[src/rtl/reg_bank_if.sv]
// Register bank bus: load/select requests in, wired-OR data bus and panel
// lamp signals out. Master drives requests, slave is the bank.
interface reg_bank_if #(
    parameter int W    = 8,
    parameter int NREG = 4
);
    logic [NREG-1:0]   ld;
    logic [NREG-1:0]   sel;
    logic              ld_src;
    logic [W-1:0]      alu_result;
    logic [W-1:0]      bus_in;
    logic [W-1:0]      data_out;
    logic              data_oe;
    logic              busy;
    logic              done;
    logic [NREG-1:0]   led_ld;
    logic [NREG-1:0]   led_sel;
    logic [NREG*W-1:0] contents;

    modport master (
        output ld, sel, ld_src, alu_result, bus_in,
        input  data_out, data_oe, busy, done, led_ld, led_sel, contents
    );

    modport slave (
        input  ld, sel, ld_src, alu_result, bus_in,
        output data_out, data_oe, busy, done, led_ld, led_sel, contents
    );
endinterface

[src/rtl/reg_bank.sv]
// Relay-style register bank. A request (any ld or sel bit) is latched in
// IDLE, optionally waits out the relay settle time, then commits the load
// in a single COMMIT cycle. Selected registers are wired-OR onto data_out
// while busy, always showing the pre-load contents.
// Build option: define REG_BANK_RELAY_TIMING_EN to include the SETTLE state
// and its down-counter; without it IDLE goes straight to COMMIT.
module reg_bank #(
    parameter int W             = 8,
    parameter int NREG          = 4,
    parameter int SETTLE_CYCLES = 3
) (
    input  logic        clk,
    input  logic        reset,
    reg_bank_if.slave   rb
);

    if (NREG < 1 || NREG > 8 || SETTLE_CYCLES < 1 || SETTLE_CYCLES > 15) begin : g_param_check
        $error("reg_bank: NREG must be 1..8 and SETTLE_CYCLES 1..15");
    end

`ifdef REG_BANK_RELAY_TIMING_EN
    typedef enum logic [1:0] {IDLE = 2'd0, SETTLE = 2'd1, COMMIT = 2'd2} state_t;
    localparam logic [3:0] CNT_INIT = 4'(SETTLE_CYCLES - 1);
    logic [3:0] cnt;
`else
    typedef enum logic [1:0] {IDLE = 2'd0, COMMIT = 2'd2} state_t;
`endif

    state_t                 state, state_d;
    logic                   accept;
    logic                   busy;
    logic [NREG-1:0]        ld_q, sel_q;
    logic [W-1:0]           op_q;
    logic [NREG-1:0][W-1:0] regs;
    logic [W-1:0]           wired_or;

    // Next state; a request is only taken while idle
    always_comb begin
        state_d = state;
        accept  = 1'b0;
        case (state)
            IDLE: begin
                if ((|rb.ld) || (|rb.sel)) begin
                    accept  = 1'b1;
`ifdef REG_BANK_RELAY_TIMING_EN
                    state_d = SETTLE;
`else
                    state_d = COMMIT;
`endif
                end
            end
`ifdef REG_BANK_RELAY_TIMING_EN
            SETTLE: if (cnt == 4'd0) state_d = COMMIT;
`endif
            COMMIT: state_d = IDLE;
            default: state_d = IDLE;
        endcase
    end

    // State register
    always_ff @(posedge clk) begin
        if (reset) state <= IDLE;
        else       state <= state_d;
    end

`ifdef REG_BANK_RELAY_TIMING_EN
    // Settle down-counter: loaded on accept so SETTLE spans SETTLE_CYCLES clocks
    always_ff @(posedge clk) begin
        if (reset)                               cnt <= 4'd0;
        else if (accept)                         cnt <= CNT_INIT;
        else if (state == SETTLE && cnt != 4'd0) cnt <= cnt - 4'd1;
    end
`endif

    // Request latch and register file; a reset during COMMIT drops the load
    always_ff @(posedge clk) begin
        if (reset) begin
            ld_q  <= '0;
            sel_q <= '0;
            op_q  <= '0;
            regs  <= '0;
        end else begin
            if (accept) begin
                ld_q  <= rb.ld;
                sel_q <= rb.sel;
                op_q  <= rb.ld_src ? rb.bus_in : rb.alu_result;
            end
            if (state == COMMIT) begin
                for (int i = 0; i < NREG; i++)
                    if (ld_q[i]) regs[i] <= op_q;
            end
        end
    end

    // Wired-OR relay bus of all selected registers
    always_comb begin
        wired_or = '0;
        for (int i = 0; i < NREG; i++)
            if (sel_q[i]) wired_or = wired_or | regs[i];
    end

    assign busy        = (state != IDLE);
    assign rb.busy     = busy;
    assign rb.done     = (state == COMMIT);
    assign rb.data_oe  = busy && (|sel_q);
    assign rb.data_out = rb.data_oe ? wired_or : '0;
    assign rb.led_ld   = busy ? ld_q  : '0;
    assign rb.led_sel  = busy ? sel_q : '0;
    assign rb.contents = regs;

endmodule
[src/flat_wrapper.sv]
// flat-port wrapper written by rule: the top's interface ports become plain ports
module reg_bank_flat 
#(
    parameter int W             = 8,
    parameter int NREG          = 4,
    parameter int SETTLE_CYCLES = 3
)
  (clk, reset, rb_ld, rb_sel, rb_ld_src, rb_alu_result, rb_bus_in, rb_data_out, rb_data_oe, rb_busy, rb_done, rb_led_ld, rb_led_sel, rb_contents);
  reg_bank_if #(.W(W), .NREG(NREG)) rb_i ();
  input  logic clk;
  input  logic reset;
  input wire logic [$bits(rb_i.ld)-1:0] rb_ld;
  input wire logic [$bits(rb_i.sel)-1:0] rb_sel;
  input wire logic [$bits(rb_i.ld_src)-1:0] rb_ld_src;
  input wire logic [$bits(rb_i.alu_result)-1:0] rb_alu_result;
  input wire logic [$bits(rb_i.bus_in)-1:0] rb_bus_in;
  output wire logic [$bits(rb_i.data_out)-1:0] rb_data_out;
  output wire logic [$bits(rb_i.data_oe)-1:0] rb_data_oe;
  output wire logic [$bits(rb_i.busy)-1:0] rb_busy;
  output wire logic [$bits(rb_i.done)-1:0] rb_done;
  output wire logic [$bits(rb_i.led_ld)-1:0] rb_led_ld;
  output wire logic [$bits(rb_i.led_sel)-1:0] rb_led_sel;
  output wire logic [$bits(rb_i.contents)-1:0] rb_contents;
  assign rb_i.ld = rb_ld;
  assign rb_i.sel = rb_sel;
  assign rb_i.ld_src = rb_ld_src;
  assign rb_i.alu_result = rb_alu_result;
  assign rb_i.bus_in = rb_bus_in;
  assign rb_data_out = rb_i.data_out;
  assign rb_data_oe = rb_i.data_oe;
  assign rb_busy = rb_i.busy;
  assign rb_done = rb_i.done;
  assign rb_led_ld = rb_i.led_ld;
  assign rb_led_sel = rb_i.led_sel;
  assign rb_contents = rb_i.contents;
  reg_bank #(.W(W), .NREG(NREG), .SETTLE_CYCLES(SETTLE_CYCLES)) u_core (.clk(clk), .reset(reset), .rb(rb_i));
endmodule
[config.mk]
export PLATFORM = sky130hd
export DESIGN_NAME = reg_bank_flat
export DESIGN_NICKNAME = d
export VERILOG_FILES = /design/src/rtl/reg_bank_if.sv /design/src/rtl/reg_bank.sv /design/src/flat_wrapper.sv
export SDC_FILE = /design/constraint.sdc
export NUM_CORES = 1
export LEC_CHECK = 0
export CAP_MARGIN = 20
export CORE_ASPECT_RATIO = 1.4
export CORE_UTILIZATION = 44
export DETAILED_ROUTE_END_ITERATION = 8
export GPL_TIMING_DRIVEN = 0
export PLACE_DENSITY = 0.79
export SKIP_CTS_REPAIR_TIMING = 1
export SYNTH_ARGS = -nofsm -noshare
export SYNTH_HDL_FRONTEND = slang
export SYNTH_SLANG_ARGS = --single-unit
[constraint.sdc]
create_clock -name clk -period 1.8 [get_ports clk]
set_input_delay 0.45 -clock clk [delete_from_list [all_inputs] [get_ports clk]]
set_output_delay 0.45 -clock clk [all_outputs]
set_load 0.005 [all_outputs]
==> reports/results.ini <==
[outcome]
status = finished, violations left
violations = setup timing

[synthesis]
ys_warn_count = 0
postSynthRegisterBits = 49
syn-instance-count = 260
synthesis.nets = 287
synthesis.area_per_instance_um2 = 8.20
ys_seq_area_share_pct = 46.0
yosys.cell_types.count = 20
synth.cell_area_mm2 = 0.00213

[sta]
layout_min_cycle_time_ns = 1.97
timing.clock.skew_ns = 0.00636
count_of_final_hold_check_violations = 0
worstMarginPinSlew_ns = 0.613
max_slew_margin_pct = 59.2
finalWorstSetupSlack_ns = -0.172
setup_total_negative_slack_ns = -1.05
setup_violations = 9
setup_repair_after_global_routing_missed_its_margin = true
timing_max_transition_violations_final = 0
finalCritPeriodShare_pct = 110
fmax_mhz = 507

[grt]
antenna_found_initial = 0
grt_start_max_net_pins = 15
global_route_wire_length_before_repair_um = 9830
sum_of_overflow_across_all_layers_after_global_routing = 0
globalRouteTotalUtil_pct = 25.6
first_global_vias = 2061

[detailed_routing]
drt.antenna.violating_nets = 0
vias = 2425
drt-pass1-iter-count = 5
routed_wl_um = 7450
detail_route.iter0.violations = 188
drc_errors = 0
drt-vias-per-instance = 5.55
wire_per_inst_um = 17.0

[worst_setup_path]
setup.worst_path.end_class = output pin
critical_path_peak_fanout = 7
worst_setup_path_start_kind = register
timing.reg2reg.setup_slack_ns = 0.37
required_time_of_the_critical_path_ns = 1.35
critical_path_at_ns = 1.52
timing.setup.critical_path_class = reg2out

[placement]
postPlaceCellArea_mm2 = 0.00296
detailed_place_hpwl_um = 4610
pre_cts_slack_ns = -0.494
gp_congestion = 0.873
port-buffer-count = 75
post-place-cells = 397

[finish]
layout_commonest_cell = nand2_1
antenna_cells = 0
nets = 401
area.growth.synth_to_final_pct = 60.7
nFillCells = 345
multi_input_area_mm2 = 0.00112
design_area_final_mm2 = 0.00343
instances_no_fill = 437
post_route_cells_drive_above_1_share_pct = 25.6
register_area_um2 = 987
most-common-layout-cells = 68 x nand2_1, 57 x clkdlybuf4s50_1, 46 x dfxtp_1

[clocking]
max-clock-path-buffers = 2
cts_buffers = 5
cts_num_sinks = 49
tritoncts_clock_tree = yes
cts.clk_slew.worst_paths_ns = 0.09
clock_tree.htree_level_count = 2
cts-root-buf = clkbuf_8
clk-insertion-delay-late_ns = 0.31

[floorplanning]
rows = 29
floorplan.initialDensity_pct = 46.3
dieArea_mm2 = 0.00513
design.portCount = 78
core_region_area_mm2 = 0.00461
die_height_um = 84.4
chipWidth_um = 60.8

[power_and_ir_drop]
vdd_drop_max_mv = 0.490
powerDensity_mw_per_mm2 = 649
p_leak_nw = 1.27

[job]
max_cap_viol_count = 0

[hold_path]
timing.hold.worst.class = reg2reg

-- where the power goes --
group / switching, mW / total [mW] / internal, mW
clock network: 0.362 / 0.638 / 0.275
logic: 0.192 / 0.407 / 0.215
registers: 0.0554 / 1.18 / 1.13
total: 0.610 / 2.23 / 1.62
-- critical path: stages (launching register included) --
cell	delay [ns]
dfxtp_2	0.35
o41ai_4	0.38
buf_6	0.19
buf_6	0.12
a21oi_2	0.03
buf_2	0.14
-- final cells by class --
| class | instances | share of cell area (%) |
|---|---|---|
| multi-input combinational | 181 | 32.6 |
| sequential | 49 | 28.8 |
| timing repair buffer | 107 | 28.1 |
| buffer | 16 | 3.80 |
| tap | 62 | 2.26 |
| clock buffer | 7 | 2.23 |
| inverter | 14 | 1.97 |
| clock inverter | 1 | 0.219 |
-- registers in the layout, summed over array words and instances, names as in the netlist --
register / cells
u_core.rb.contents: 32
u_core.op_q: 8
u_core.ld_q: 4
u_core.sel_q: 4
u_core.state: 1
-- stage by stage --
step | power [mW] | hold WS (ns) | utilization, %
floorplan | 1.33 | 0.465 | -
global placement | 1.49 | 0.458 | 64.2
detailed placement | 1.50 | 0.462 | 64.2
CTS | 2.10 | 0.474 | 66.1
global route | 2.29 | 0.496 | 74.4
finish | 2.23 | 0.477 | 74.4
-- per-layer routing --
layer	part of all wire [%]	up-vias	track usage, %	routed length [um]
met5	0	-	0	0
met4	3.6	0	9.50	266
met3	5.3	24	2.93	395
met2	55	116	44.9	4080
met1	36	1152	30.9	2700
li1	-	1133	-	-
-- cells by family (layout without fill, tap and decap cells) --
kind of cell	Yosys count	after routing	synth area share, %
buffers and inverters	30	145	6.51
muxes	8	8	4.23
DFF	49	49	46.0
AOI/OAI and AO/OA	86	86	25.4
and+or+nand+nor	87	87	17.9
-- cells in the mapped netlist --
cell type / number / area [um^2]
clkbuf_1: 9 / 33.8
a211oi_1: 14 / 105
nor4_4: 2 / 42.5
a211oi_2: 2 / 25.0
a31oi_1: 4 / 25.0
clkinv_1: 4 / 15.0
dfxtp_1: 49 / 981
nand3_1: 8 / 40.0
nor2_1: 1 / 3.75
a21oi_1: 48 / 240
buf_2: 3 / 15.0
and2_1: 4 / 25.0
a22oi_1: 16 / 120
buf_6: 2 / 22.5
nand2_1: 72 / 270
o41ai_2: 1 / 16.3
buf_4: 2 / 15.0
a21o_2: 1 / 8.76
inv_1: 10 / 37.5
mux2_2: 8 / 90.1
-- worst paths after layout --
path                                                           from                             endpoint  cells past startpoint
worst min register to register  u_core.rb.contents[17]$_SDFFE_PP0P_  u_core.rb.contents[17]$_SDFFE_PP0P_                      2
worst min-delay path            u_core.rb.contents[17]$_SDFFE_PP0P_  u_core.rb.contents[17]$_SDFFE_PP0P_                      2
worst max register to register         u_core.state[1]$_SDFFE_PP0N_   u_core.rb.contents[2]$_SDFFE_PP0P_                      8
worst max-delay path                   u_core.sel_q[2]$_SDFFE_PP0P_                       rb_data_out[5]                      5
(Power assumes the default switching activity.)
